**config.mk**
```make
export PLATFORM = sky130hd
export DESIGN_NAME = gb_bus_dma
export DESIGN_NICKNAME = d
export VERILOG_FILES = /design/src/rtl/gb_bus_pkg.sv /design/src/rtl/gb_hram.sv /design/src/rtl/gb_bus_dma.sv
export SDC_FILE = /design/constraint.sdc
export NUM_CORES = 1
export LEC_CHECK = 0
export ABC_AREA = 1
export CORE_ASPECT_RATIO = 0.9
export CORE_UTILIZATION = 40
export DETAILED_ROUTE_END_ITERATION = 10
export SETUP_SLACK_MARGIN = 0.5
export SYNTH_ARGS = -nofsm -noshare
export SYNTH_HDL_FRONTEND = slang
export SYNTH_SLANG_ARGS = --single-unit
```
**constraint.sdc**
```tcl
create_clock -name clk -period 4.36 [get_ports clk]
set_input_delay 1.09 -clock clk [delete_from_list [all_inputs] [get_ports clk]]
set_output_delay 1.09 -clock clk [all_outputs]
set_load 0.01 [all_outputs]
```
**src/rtl/gb_bus_pkg.sv**
```systemverilog
// Shared types and address map for the GB bus / OAM DMA block.
package gb_bus_pkg;

    localparam int unsigned DATA_W     = 8;
    localparam int unsigned HRAM_AW    = 7;
    localparam int unsigned HRAM_DEPTH = 127;

    localparam logic [15:0] DMA_REG_ADDR = 16'hFF46;
    localparam logic [15:0] OAM_BASE     = 16'hFE00;
    localparam logic [15:0] HRAM_LO      = 16'hFF80;
    localparam logic [15:0] HRAM_HI      = 16'hFFFE;

    typedef enum logic [1:0] {
        DMA_IDLE = 2'd0,
        DMA_ARM  = 2'd1,
        DMA_RD   = 2'd2,
        DMA_WR   = 2'd3
    } dma_state_e;

    // Echo RAM page numbers (E0-FF) fold back onto work RAM (C0-DF).
    function automatic logic [7:0] dma_src_hi(input logic [7:0] v);
        return (v >= 8'hE0) ? v - 8'h20 : v;
    endfunction

endpackage

```
**src/rtl/gb_hram.sv**
```systemverilog
// 127-byte high RAM: synchronous write, asynchronous read, contents survive reset.
module gb_hram
    import gb_bus_pkg::*;
(
    input  logic               clk,
    input  logic               we,
    input  logic [HRAM_AW-1:0] addr,
    input  logic [DATA_W-1:0]  wdata,
    output logic [DATA_W-1:0]  rdata
);

    logic [DATA_W-1:0] mem [HRAM_DEPTH];

    always_ff @(posedge clk) begin
        if (we) begin
            mem[addr] <= wdata;
        end
    end

    assign rdata = mem[addr];

endmodule

```
**src/rtl/gb_bus_dma.sv**
```systemverilog
// CPU bus decoder with zero-wait HRAM / FF46, waited external port and OAM DMA engine.
module gb_bus_dma
    import gb_bus_pkg::*;
#(
    parameter int unsigned DMA_LEN = 160
) (
    input  logic        clk,
    input  logic        reset_n,
    input  logic [15:0] cpu_a,
    input  logic [7:0]  cpu_dout,
    input  logic        cpu_mreq_n,
    input  logic        cpu_rd_n,
    input  logic        cpu_wr_n,
    output logic [7:0]  cpu_din,
    output logic        cpu_wait_n,
    output logic [15:0] mem_a,
    output logic [7:0]  mem_wdata,
    output logic        mem_re,
    output logic        mem_we,
    input  logic [7:0]  mem_rdata,
    input  logic        mem_ready,
    output logic        dma_active
);

    localparam logic [7:0] LAST_IDX = 8'(DMA_LEN - 1);

    dma_state_e  state, state_next;
    logic [7:0]  idx, idx_next;
    logic [7:0]  src_hi, src_next;
    logic [7:0]  byte_q, byte_next;
    logic        restart_q, restart_next;
    logic        ext_busy, ext_busy_next;
    logic [7:0]  dma_reg;
    logic [7:0]  rd_latch;
    logic        access_q;
    logic        mem_re_next, mem_we_next;
    logic [15:0] mem_a_next;
    logic [7:0]  mem_wdata_next;

    logic        access_c, start_c;
    logic        hram_hit_c, reg_hit_c, ext_hit_c;
    logic        ff46_wr_c, hram_we_c, ext_start_c;
    logic [7:0]  hram_rdata;

    // An access starts on its first active cycle after an idle one.
    assign access_c    = !cpu_mreq_n && (!cpu_rd_n || !cpu_wr_n);
    assign start_c     = access_c && !access_q;
    assign hram_hit_c  = (cpu_a >= HRAM_LO) && (cpu_a <= HRAM_HI);
    assign reg_hit_c   = (cpu_a == DMA_REG_ADDR);
    assign ext_hit_c   = !hram_hit_c && !reg_hit_c;
    assign ff46_wr_c   = start_c && !cpu_wr_n && reg_hit_c;
    assign hram_we_c   = start_c && !cpu_wr_n && hram_hit_c;
    assign ext_start_c = start_c && ext_hit_c && !dma_active;
    assign cpu_wait_n  = !(ext_start_c || ext_busy);

    gb_hram u_hram (
        .clk   (clk),
        .we    (hram_we_c),
        .addr  (cpu_a[HRAM_AW-1:0]),
        .wdata (cpu_dout),
        .rdata (hram_rdata)
    );

    // External reads are blanked to FFh while DMA owns the port.
    always_comb begin
        cpu_din = rd_latch;
        if (hram_hit_c) begin
            cpu_din = hram_rdata;
        end else if (reg_hit_c) begin
            cpu_din = dma_reg;
        end else if (dma_active) begin
            cpu_din = 8'hFF;
        end
    end

    always_comb begin
        state_next     = state;
        idx_next       = idx;
        src_next       = src_hi;
        byte_next      = byte_q;
        restart_next   = restart_q;
        ext_busy_next  = ext_busy;
        mem_re_next    = 1'b0;
        mem_we_next    = 1'b0;
        mem_a_next     = mem_a;
        mem_wdata_next = mem_wdata;

        case (state)
            DMA_IDLE: begin
                if (ff46_wr_c) begin
                    state_next   = DMA_ARM;
                    idx_next     = 8'd0;
                    src_next     = dma_src_hi(cpu_dout);
                    restart_next = 1'b0;
                end
            end
            DMA_ARM: begin
                if (ff46_wr_c) begin
                    src_next = dma_src_hi(cpu_dout);
                end
                if (!ext_busy) begin
                    state_next = DMA_RD;
                end
            end
            DMA_RD: begin
                if (ff46_wr_c) begin
                    restart_next = 1'b1;
                end
                if (mem_ready) begin
                    byte_next  = mem_rdata;
                    state_next = DMA_WR;
                end
            end
            DMA_WR: begin
                if (ff46_wr_c) begin
                    restart_next = 1'b1;
                end
                // A rebase waits for the in-flight byte to land in OAM.
                if (mem_ready) begin
                    if (restart_q || ff46_wr_c) begin
                        idx_next     = 8'd0;
                        src_next     = dma_src_hi(ff46_wr_c ? cpu_dout : dma_reg);
                        restart_next = 1'b0;
                        state_next   = DMA_RD;
                    end else if (idx == LAST_IDX) begin
                        idx_next   = 8'd0;
                        state_next = DMA_IDLE;
                    end else begin
                        idx_next   = idx + 8'd1;
                        state_next = DMA_RD;
                    end
                end
            end
            default: state_next = DMA_IDLE;
        endcase

        if (ext_start_c) begin
            ext_busy_next = 1'b1;
        end else if (ext_busy && mem_ready) begin
            ext_busy_next = 1'b0;
        end

        // Port request for the next cycle; DMA always wins while it runs.
        case (state_next)
            DMA_RD: begin
                mem_re_next = 1'b1;
                mem_a_next  = {src_next, idx_next};
            end
            DMA_WR: begin
                mem_we_next    = 1'b1;
                mem_a_next     = OAM_BASE + 16'(idx_next);
                mem_wdata_next = byte_next;
            end
            default: begin
                if (ext_start_c) begin
                    mem_re_next    = cpu_wr_n;
                    mem_we_next    = !cpu_wr_n;
                    mem_a_next     = cpu_a;
                    mem_wdata_next = cpu_dout;
                end else if (ext_busy && !mem_ready) begin
                    mem_re_next = mem_re;
                    mem_we_next = mem_we;
                end
            end
        endcase
    end

    always_ff @(posedge clk) begin
        if (!reset_n) begin
            state      <= DMA_IDLE;
            idx        <= 8'd0;
            src_hi     <= 8'd0;
            byte_q     <= 8'd0;
            restart_q  <= 1'b0;
            ext_busy   <= 1'b0;
            dma_reg    <= 8'h00;
            rd_latch   <= 8'hFF;
            access_q   <= 1'b0;
            mem_re     <= 1'b0;
            mem_we     <= 1'b0;
            mem_a      <= 16'h0000;
            mem_wdata  <= 8'h00;
            dma_active <= 1'b0;
        end else begin
            state      <= state_next;
            idx        <= idx_next;
            src_hi     <= src_next;
            byte_q     <= byte_next;
            restart_q  <= restart_next;
            ext_busy   <= ext_busy_next;
            access_q   <= access_c;
            mem_re     <= mem_re_next;
            mem_we     <= mem_we_next;
            mem_a      <= mem_a_next;
            mem_wdata  <= mem_wdata_next;
            dma_active <= (state_next != DMA_IDLE);
            if (ff46_wr_c) begin
                dma_reg <= cpu_dout;
            end
            if (ext_busy && mem_ready && mem_re) begin
                rd_latch <= mem_rdata;
            end
        end
    end

endmodule

```
# == Yosys cells after proc, flatten, opt, wreduce, memory -nomap -nowiden ==
# Memory sizes are Yosys's and may differ from the RTL's.
# Cells that the tools add are included.
# classes
add_sub_neg,4
magnitude_cmp,4
eq_ne,9
n_mux,42
n_bitwise,1
reduce_logical,33
# ops
cell,count
two-way mux 8 bit,16
one-hot mux 8 bit (2 select lines),3
one-hot mux 16 bit (2 select lines),1
"== test 16 bit, second input constant",1
"greater-or-equal comparator 16 bit, second input constant",1
"greater-or-equal comparator 8 bit, second input constant",2
"less-or-equal comparator 16 bit, second input constant",1
two-way mux 16 bit,1
"subtractor 8 x 6 -> 8 bit, second input constant",2
logical AND 1 bit,12
two-way mux 2 bit,6
"adder 10 x 9 -> 11 bit, first input constant",1
two-way mux 1 bit,11
logical NOT 1 bit,9
"adder 8 x 1 -> 8 bit, second input constant",1
"== test 2 bit, second input constant",4
"== test 8 bit, second input constant",1
one-hot mux 2 bit (4 select lines),1
nonzero test 2 bit,3
nonzero test 3 bit,2
"inequality test 4 x 2 -> 1 bit, second input constant",1
one-hot mux 1 bit (2 select lines),2
AND reduction 2 bit,2
logical OR 1 bit,3
other kinds (6),6
# totals
register_bits,72
mem_bits_rw,1016
inputBits,38
elab_cells,108
n_memories,1
# memory_table
memory,words,word_bits,rd,rd_clocked_by_memory_dff,write_ports,line,rtl
u_hram.mem,127,8,1,0,1,gb_hram.sv:12,logic [DATA_W-1:0] mem [HRAM_DEPTH];

# == Depth between registers and ports, before layout ==
# Gate-level depths: netlist (run 1).
# depth
ltp_word,13
depth_mapped,20
mapped_depth_nobuf,18

# == Hierarchy ==
# Synthesis (run 1) repeated with hierarchy kept, for this count alone.
# unflattened
hier_cells,4987
hier_area_um2,47508.1
# modules_own_cells
mod,n_inst,cells_each,area_per_inst_um2
gb_hram,1,4359,43484.2
gb_bus_dma,1,628,4023.9

# == Worst setup path before layout (run 1) ==
# Ideal clock, no wire load.
# synth_path
path_type,input-to-output
start,in cpu_a[2]
end,out cpu_din[6]
arrival_ns,2.714
t_required_ns,3.270
setup_slack_ns,0.556
path_stages,14
n_path_buf,3
path_cell_list,buf_2 inv_1 nand3_1 inv_2 buf_2 clkbuf_1 nand2_1 o2111ai_1 o21ai_0 nand4_1 nand2_1 nand2_1 nor2_1 nor2_1
# synth_via
elab_chain_cells,3
elab_cells_between_ends,7
classes_between,order compare (2); eq/ne (1); mux (2); reduce/logical (1); memory (1)
# synth_lines
item,line,rtl
"start, declared",gb_bus_dma.sv:9,"input logic [15:0] cpu_a,"
"greater-or-equal comparator 16 bit, or another cell as far along",gb_bus_dma.sv:48,assign hram_hit_c = (cpu_a >= HRAM_LO) && (cpu_a <= HRAM_HI);
logical AND 1 bit or two-way mux 8 bit (tied branches),"gb_bus_dma.sv:48, gb_bus_dma.sv:69",
two-way mux 8 bit (*),gb_bus_dma.sv:67,if (hram_hit_c) begin
"end, declared",gb_bus_dma.sv:14,"output logic [7:0] cpu_din,"
# Mark *: on every way between the ends. The rest lies on a longest branch, timed or not.

# == Worst setup path in the final report (run 1) ==
# layout_path
start,in cpu_a[1]
end,out cpu_din[2]
# Same word-level chain as after synthesis.

==> metrics.md, run 1 <==
| Metric | Value |
|---|---|
| Synthesized cell area | around 0.042 mm2 |
| Largest net degree at the start of global routing | ~110 |
| Largest register FFs | 1016 |
| Worst Reg2Reg Path Length in Cells | 13 |
| Worst setup path class | in2out |
| CP max stage cell | nand4_1 |
| Port bufs | 73 |
| Starting Density | 40.3% |
| Largest cells by area after synthesis | edfxtp_1 72%, nand2_1 8.2%, dfxtp_1 3.4%, nor2_1 2.8%, nand4_1 1.8% |
| Fmax achieved | roughly 0.23 GHz |
| Post-route setup slack | -0.0651 ns |
| Failing checks | setup timing |
| Reg with most FFs | u_hram.mem |
| Worst path bufs/invs | 8 |
| Power per Cell Area | between 400 and 500 mW/mm2 |
| MaxCap Viol Count | 0 |
| Setup TNS | -0.153 ns |
| Worst setup path startpoint | cpu_a[1] |
| Critical Path AT | 3.34 ns |
| Row count | between 100 and 150 |
| Layout Utilization | 51.3% |
| Core area | between 0.1 and 0.15 mm2 |
| Total CTS buffers | 105 |
| Unrepaired setup endpoints after global routing | yes |
| Fin Clk Skew | between 0.015 and 0.02 ns |
| Max stage delay on crit path | 0.23 ns |
| Pwr Total | 22.7 mW |
| DIE AREA | between 0.1 and 0.15 mm2 |
| Synth cell types | 51 |
| Min Tclk post-route | roughly 4.4 ns |
| Dpl cells | between 5000 and 6000 |
| Final setup fails | 6 |
| Yosys top cell by area | edfxtp_1 |
| Cell Area, Placed | a little under 0.05 mm2 |
| Layout area overhead | 27.1% |
| DR iter-0 viols | 4030 |
| Reg2reg start | state[0] |
| Clock Path Buffers | 3 |
| Hpwl dp | between 80000 and 90000 um |
| Synth warn | 0 |
| CP cell instances | buf_8 > buf_12 > nand2_8 > nor2_4 > buf_12 > buf_4 > buf_6 > nand2_1 > nand4_1 > o21ai_2 > buf_4 > nand4_1 > nand2_1 > nand2_1 > nor2_1 > nor2_1 > buf_4 > buf_6 |
| CP Launch Type | input port |
| Number of global-route vias before repair | 28600 |
| Worst-Margin Slew | about 0.93 ns |
| Die X | 346 um |
| Pre-CTS setup slack | -1.21 ns |
| Layout cell share with drive strength beyond 1 | 23.5% |
| Status | finished, violations left |
| CTS root buf | clkbuf_16 |
| Layout Cells excl Fill | approximately 5400 |
| Commonest cells after routing, fill and taps aside | 1016 x edfxtp_1, 871 x nand2_1, 478 x buf_4, 288 x nor2_1, 161 x inv_1 |
| Fin area | ~0.054 mm2 |
| Slew Limit Fails | 0 |
| Die Y | approximately 310 um |
| Synth top area share | 71.8% |
| # DRC | 0 |
| GPL Wtd Cong | 0.910 |
| CTS clock-pin slew for the worst setup and hold paths | roughly 0.06 ns |
| Crit path required time | 3.27 ns |
| Clock sink count | 1088 |
| Worst skew pair latency | approximately 0.7 ns |
| Net count, final | between 4000 and 5000 |
| Final Hold Fails | 0 |
| Worst R2R Setup Slack | between 1.5 and 2 ns |
| H-tree depth | 3 |
| CP Max Fanout | 7 |
| Worst Setup EP | cpu_din[2] |
| Tcrit/Tclk final | 101% |
| Register bit total from synthesis | roughly 1100 |
| Synth Instances | 3341 |
| Largest regs | u_hram.mem (1016), mem_a (16) |
| CP endpoint kind | output port |
| Routed vias | a little under 30000 |
| Crit path max-delay family | buffers and inverters |
| CP Depth | 18 |
| Hold Buf Count CTS | 0 |
| Synthesized area per cell | 12.7 um2 |
| Detail Route Antenna Nets | 0 |
| Fin Hold WS | around 0.47 ns |
| Max IR drop VDD | ~320 uV |
| CTS tree | yes |
| Initial antenna violation count | 2 |
| Most common cell after layout, fill and taps aside | edfxtp_1 |
| GRT Overall Usage | roughly a quarter |
| Final wirelength | roughly 140000 um |
| Grt total ovfl | 0 |
| Total iterations of the first detailed-routing run | 6 |
| Hold Crit Class | reg2reg |
| Leakage | 19.5 nW |
| Vias per cell | between 5 and 6 |
| Synthesized netlist net count | roughly 3400 |
| R2r endpoint | mem_wdata[1] |
| WL per Instance | around 25 um |
| Worst slew margin relative to its limit | between 30% and 40% |
| Sequential fraction of the synthesis area | between 70 and 80% |
| Num ports | 74 |
| First-pass GRT wire length | 198000 um |
[logic make-up (layout without fill, tap and decap cells)]
| group | Yosys count | count (layout) | share of synthesized area [%] |
|---|---|---|---|
| mux | 8 | 8 | 0.189 |
| flops | 1088 | 1088 | 75.2 |
| buf+inv | 323 | 1031 | 3.10 |
| fa+ha+maj | 8 | 8 | 0.236 |
| xor+xnor | 1 | 1 | 0.0206 |
| simple gates | 1475 | 1475 | 14.4 |
| compound gates | 438 | 438 | 6.86 |
| other cells | 0 | 2 | 0 |
[layout make-up]
class | count | area [um2]
multi-input combinational | 1930 | 10100
clock inverter | 69 | 667
sequential | 1088 | 32000
antenna | 2 | 5.00
timing repair buffer | 647 | 6130
fill | 8932 | 51300
clock buffer | 129 | 2740
inverter | 186 | 737
tap | 1380 | 1730
[how the worst min path moves through the flow]
stage | from | end | cells after the start
floorplan | rd_latch[7] | rd_latch[7] | 2
global placement | rd_latch[7] | rd_latch[7] | 2
detailed placement | rd_latch[7] | rd_latch[7] | 2
CTS | rd_latch[7] | rd_latch[7] | 2
global route | rd_latch[5] | rd_latch[5] | 2
finish | rd_latch[7] | rd_latch[7] | 2
[power by group]
group / leakage [nW] / total (mW) / switching (mW) / internal (mW)
Sequential: 9.71 / 11.6 / 0.0689 / 11.5
Clock: 1.65 / 9.05 / 3.96 / 5.08
Combinational: 8.11 / 2.07 / 1.29 / 0.775
Total: 19.5 / 22.7 / 5.32 / 17.4
[synthesized netlist by cell type (all sizes together)]
cell type / count
a2111oi: 1
o211ai: 4
a31oi: 3
a22o: 40
a22oi: 93
xor2: 1
or2: 7
o2bb2ai: 3
o2111ai: 33
nand3: 79
mux2i: 8
nor2: 318
ha: 8
and3: 6
and2: 1
nor3: 5
o22a: 7
edfxtp: 1016
nand2: 936
o21a: 1
nand4: 119
dfxtp: 72
a211oi: 5
o21ai: 147
o31ai: 3
a21boi: 1
clkinv: 5
a221oi: 31
nor3b: 1
nand3b: 3
inv: 181
a41oi: 1
buf: 79
clkbuf: 58
a21oi: 64
o22ai: 1
[metal layers]
metal  global-route usage, %  share of wire, %
met1                    37.3                43
met2                    38.2                44
met3                    4.79                10
met4                    7.42               3.1
met5                       0             0.019
[repair_timing]
action / CTS / global route
pin swaps: 113 / 57
setup buffers: 60 / 2
cloned: 15 / 0
setup endpoints to repair: 9 / 9
resized for setup: 309 / 76
[tightest hold or removal path, cell delays in order (launching register included)]
cell     delay, ns
dfxtp_1       0.33
nand2_1       0.06
nand3_1       0.05
No activity file was read; power rests on OpenSTA's default activity.
==> run 2: changes to the inputs <==
--- a/config.mk
+++ b/config.mk
@@ -6,9 +6,12 @@
 export NUM_CORES = 1
 export LEC_CHECK = 0
 export ABC_AREA = 1
+export CELL_PAD_IN_SITES_DETAIL_PLACEMENT = 1
+export CELL_PAD_IN_SITES_GLOBAL_PLACEMENT = 2
 export CORE_ASPECT_RATIO = 0.9
 export CORE_UTILIZATION = 40
 export DETAILED_ROUTE_END_ITERATION = 10
+export PLACE_DENSITY = 0.74
 export SETUP_SLACK_MARGIN = 0.5
 export SYNTH_ARGS = -nofsm -noshare
 export SYNTH_HDL_FRONTEND = slang
==> run 2 against run 1 <==
Net effect: the flow still finishes with violations (setup timing); clock skew rose by 0.0023 ns; register-to-register slack got worse by 0.24 ns; cell count fell by 2.5%; design area fell by 1.2%; die area did not move; sequential share of layout area rose by 0.72 points; first-iteration DRC count fell by 16%.
==> metrics.md, run 2 (synthesized netlist as in run 1, its figures left out) <==
| Metric | Value |
|---|---|
| Row count | 113 (unchanged) |
| Reg2reg start | state[0] (unchanged) |
| Min Tclk post-route | 4.46 ns (was 4.43 ns) |
| Leakage | 18.9 nW (was 19.5 nW) |
| Total CTS buffers | 108 (was 105) |
| Min-delay src | rd_latch[7] (unchanged) |
| Hold Buf Count CTS | 0 (unchanged) |
| Power per Cell Area | 426 mW/mm2 (was 420 mW/mm2) |
| DR iter-0 viols | 3373 (was 4030) |
| Hold depth | 2 (unchanged) |
| Die Y | 311 um (unchanged) |
| Final Hold Fails | 0 (unchanged) |
| Fmax achieved | 0.224 GHz (was 0.226 GHz) |
| Grt peak-use layer | met2 (unchanged) |
| Met2 Resource Use GR | 43.7% (was 38.2%) |
| Largest register FFs | 1016 (unchanged) |
| Most common cell after layout, fill and taps aside | edfxtp_1 (unchanged) |
| Max IR drop VDD | 360 uV (was 321 uV) |
| CP Launch Type | input port (unchanged) |
| Unrepaired setup endpoints after global routing | yes (unchanged) |
| Pwr Total | 22.8 mW (was 22.7 mW) |
| GR Util met3 | 4.67% (was 4.79%) |
| Worst skew pair latency | 0.70 ns (was 0.68 ns) |
| Detail Route Antenna Nets | 0 (unchanged) |
| Worst R2R Setup Slack | 1.43 ns (was 1.67 ns) |
| First-pass GRT wire length | 219000 um (was 198000 um) |
| CP cell instances | buf_8 > buf_12 > buf_6 > nor3_4 > buf_6 > bufbuf_16 > nand2_1 > nand4_1 > o21ai_0 > nand4_1 > nand2_1 > nand2_1 > nor2_1 > buf_4 > nor2_4 > buf_6 (was buf_8 > buf_12 > nand2_8 > nor2_4 > buf_12 > buf_4 > buf_6 > nand2_1 > nand4_1 > o21ai_2 > buf_4 > nand4_1 > nand2_1 > nand2_1 > nor2_1 > nor2_1 > buf_4 > buf_6) |
| Number of global-route vias before repair | 31200 (was 28600) |
| Fin Clk Skew | 0.0196 ns (was 0.0173 ns) |
| Routed vias | 30000 (was 29800) |
| CP endpoint kind | output port (unchanged) |
| Layout area overhead | 25.6% (was 27.1%) |
| Tcrit/Tclk final | 102% (was 101%) |
| Net count, final | 3878 (was 4004) |
| Crit path required time | 3.27 ns (about the same) |
| Core area | 0.105 mm2 (unchanged) |
| H-tree depth | 3 (unchanged) |
| Post-route setup slack | -0.0992 ns (was -0.0651 ns) |
| # DRC | 0 (unchanged) |
| Num ports | 74 (unchanged) |
| Worst Hold End | rd_latch[7] (unchanged) |
| Worst slew margin relative to its limit | 17.1% (was 37.9%) |
| Dpl cells | 5028 (was 5154) |
| WL per Instance | 28.6 um (was 25.3 um) |
| Grt total ovfl | 0 (unchanged) |
| Slew Limit Fails | 0 (unchanged) |
| Reg with most FFs | u_hram.mem (unchanged) |
| Final wirelength | 151000 um (was 138000 um) |
| Max stage delay on crit path | 0.56 ns (was 0.23 ns) |
| Ant diodes | 0 (was 2) |
| CTS clock-pin slew for the worst setup and hold paths | 0.06 ns (about the same) |
| MaxCap Viol Count | 0 (unchanged) |
| Worst-Margin Slew | 1.24 ns (was 0.932 ns) |
| Die X | 346 um (unchanged) |
| Largest regs | u_hram.mem (1016), mem_a (16) (unchanged) |
| Port bufs | 73 (unchanged) |
| GRT Overall Usage | 28.0% (was 25.3%) |
| Clock Path Buffers | 3 (unchanged) |
| DIE AREA | 0.108 mm2 (unchanged) |
| Critical Path AT | 3.37 ns (was 3.34 ns) |
| CTS root buf | clkbuf_16 (unchanged) |
| CP max stage cell | o21ai_0 (was nand4_1) |
| Starting Density | 40.3% (unchanged) |
| Layout Utilization | 50.6% (was 51.3%) |
| Commonest cells after routing, fill and taps aside | 1016 x edfxtp_1, 864 x nand2_1, 328 x buf_4, 276 x nor2_1, 157 x inv_1 (was 1016 x edfxtp_1, 871 x nand2_1, 478 x buf_4, 288 x nor2_1, 161 x inv_1) |
| Layout cell share with drive strength beyond 1 | 21.6% (was 23.5%) |
| Layout Cells excl Fill | 5293 (was 5431) |
| R2r endpoint | mem_wdata[7] (was mem_wdata[1]) |
| Clock sink count | 1088 (unchanged) |
| Initial antenna violation count | 1 (was 2) |
| Largest net degree at the start of global routing | 129 (was 105) |
| Hpwl dp | 97200 um (was 86500 um) |
| Met1 Usage GRT | 40.2% (was 37.3%) |
| Status | finished, violations left (unchanged) |
| Pre-CTS setup slack | -1.56 ns (was -1.21 ns) |
| Vias per cell | 5.67 (was 5.48) |
| Total iterations of the first detailed-routing run | 5 (was 6) |
| CTS tree | yes (unchanged) |
| Final setup fails | 7 (was 6) |
| Failing checks | setup timing (unchanged) |
| Worst setup path class | in2out (unchanged) |
| CP Max Fanout | 7 (unchanged) |
| GPL Wtd Cong | 0.890 (was 0.910) |
| Hold Crit Class | reg2reg (unchanged) |
| Worst Reg2Reg Path Length in Cells | 13 (unchanged) |
run 2: cell count changes in the layout (fill, tap and decap cells not counted), moves of 7 or more:
cell       previous run  this run
a221oi_1              8        18
a221oi_2             19        12
buf_12               45        68
buf_4               478       328
clkbuf_16           105       112
clkinv_1             35        28
nand2_1             871       864
nor2_1              288       276
nor2_4               16        23
run 2: how the worst max path moves through the flow:
stage / from / to / slack (ns) / depth (start not counted)
global placement: cpu_a[0] / cpu_din[7] / -1.60 / 18
finish: cpu_a[0] / cpu_din[2] / -0.1 / 16
detailed placement: cpu_a[0] / cpu_din[7] / -1.56 / 18
floorplan: cpu_a[2] / cpu_din[6] / 0.56 / 14
CTS: cpu_a[0] / cpu_din[4] / -0.06 / 18
global route: cpu_a[0] / cpu_din[3] / -0.15 / 18
run 2: repair_timing:
action / CTS / global route
pin swaps: 101 / 78
buffers inserted: 53 / 7
setup endpoints to repair: 240 / 9
gates cloned: 14 / 0
gates resized for setup: 344 / 103
run 2: power breakdown:
group	total, mW	internal (mW)	leakage, nW	switching [mW]
Sequential	11.6	11.5	9.71	0.0723
Combinational	2.15	0.793	7.54	1.36
Clock	9.01	4.93	1.60	4.08
Total	22.8	17.2	18.9	5.51
run 2: routing by layer:
layer / vias to the layer above / wire length, um
li1: 13000 / -
met1: 15600 / 65700
met4: 0 / 4560
met2: 1207 / 69500
met3: 251 / 11600
met5: - / 0
run 2: area by class of cell:
type / instances / area [um2]
sequential: 1088 / 32000
clock inverter: 52 / 389
timing repair buffer: 517 / 5420
multi-input combinational: 1930 / 10200
inverter: 186 / 767
timing repair inverter: 1 / 16.3
clock buffer: 139 / 2910
tap: 1380 / 1730
fill: 10600 / 52000
run 2: per-stage QoR:
step	hold slack [ns]	setup TNS [ns]	area, um2
floorplan	0.430	0	42500
global placement	0.452	-81.06	47800
detailed placement	0.456	-145.20	47800
CTS	0.474	-0.292	52900
global route	0.502	-0.833	53300
finish	0.480	-0.479	53300
run 2: worst max-delay path: cells and delay by family:
| family | cells | cell delay [ns] |
|---|---|---|
| buffers and inverters | 7 | 1.03 |
| and+or+nand+nor | 8 | 0.67 |
| AOI/OAI and AO/OA | 1 | 0.56 |
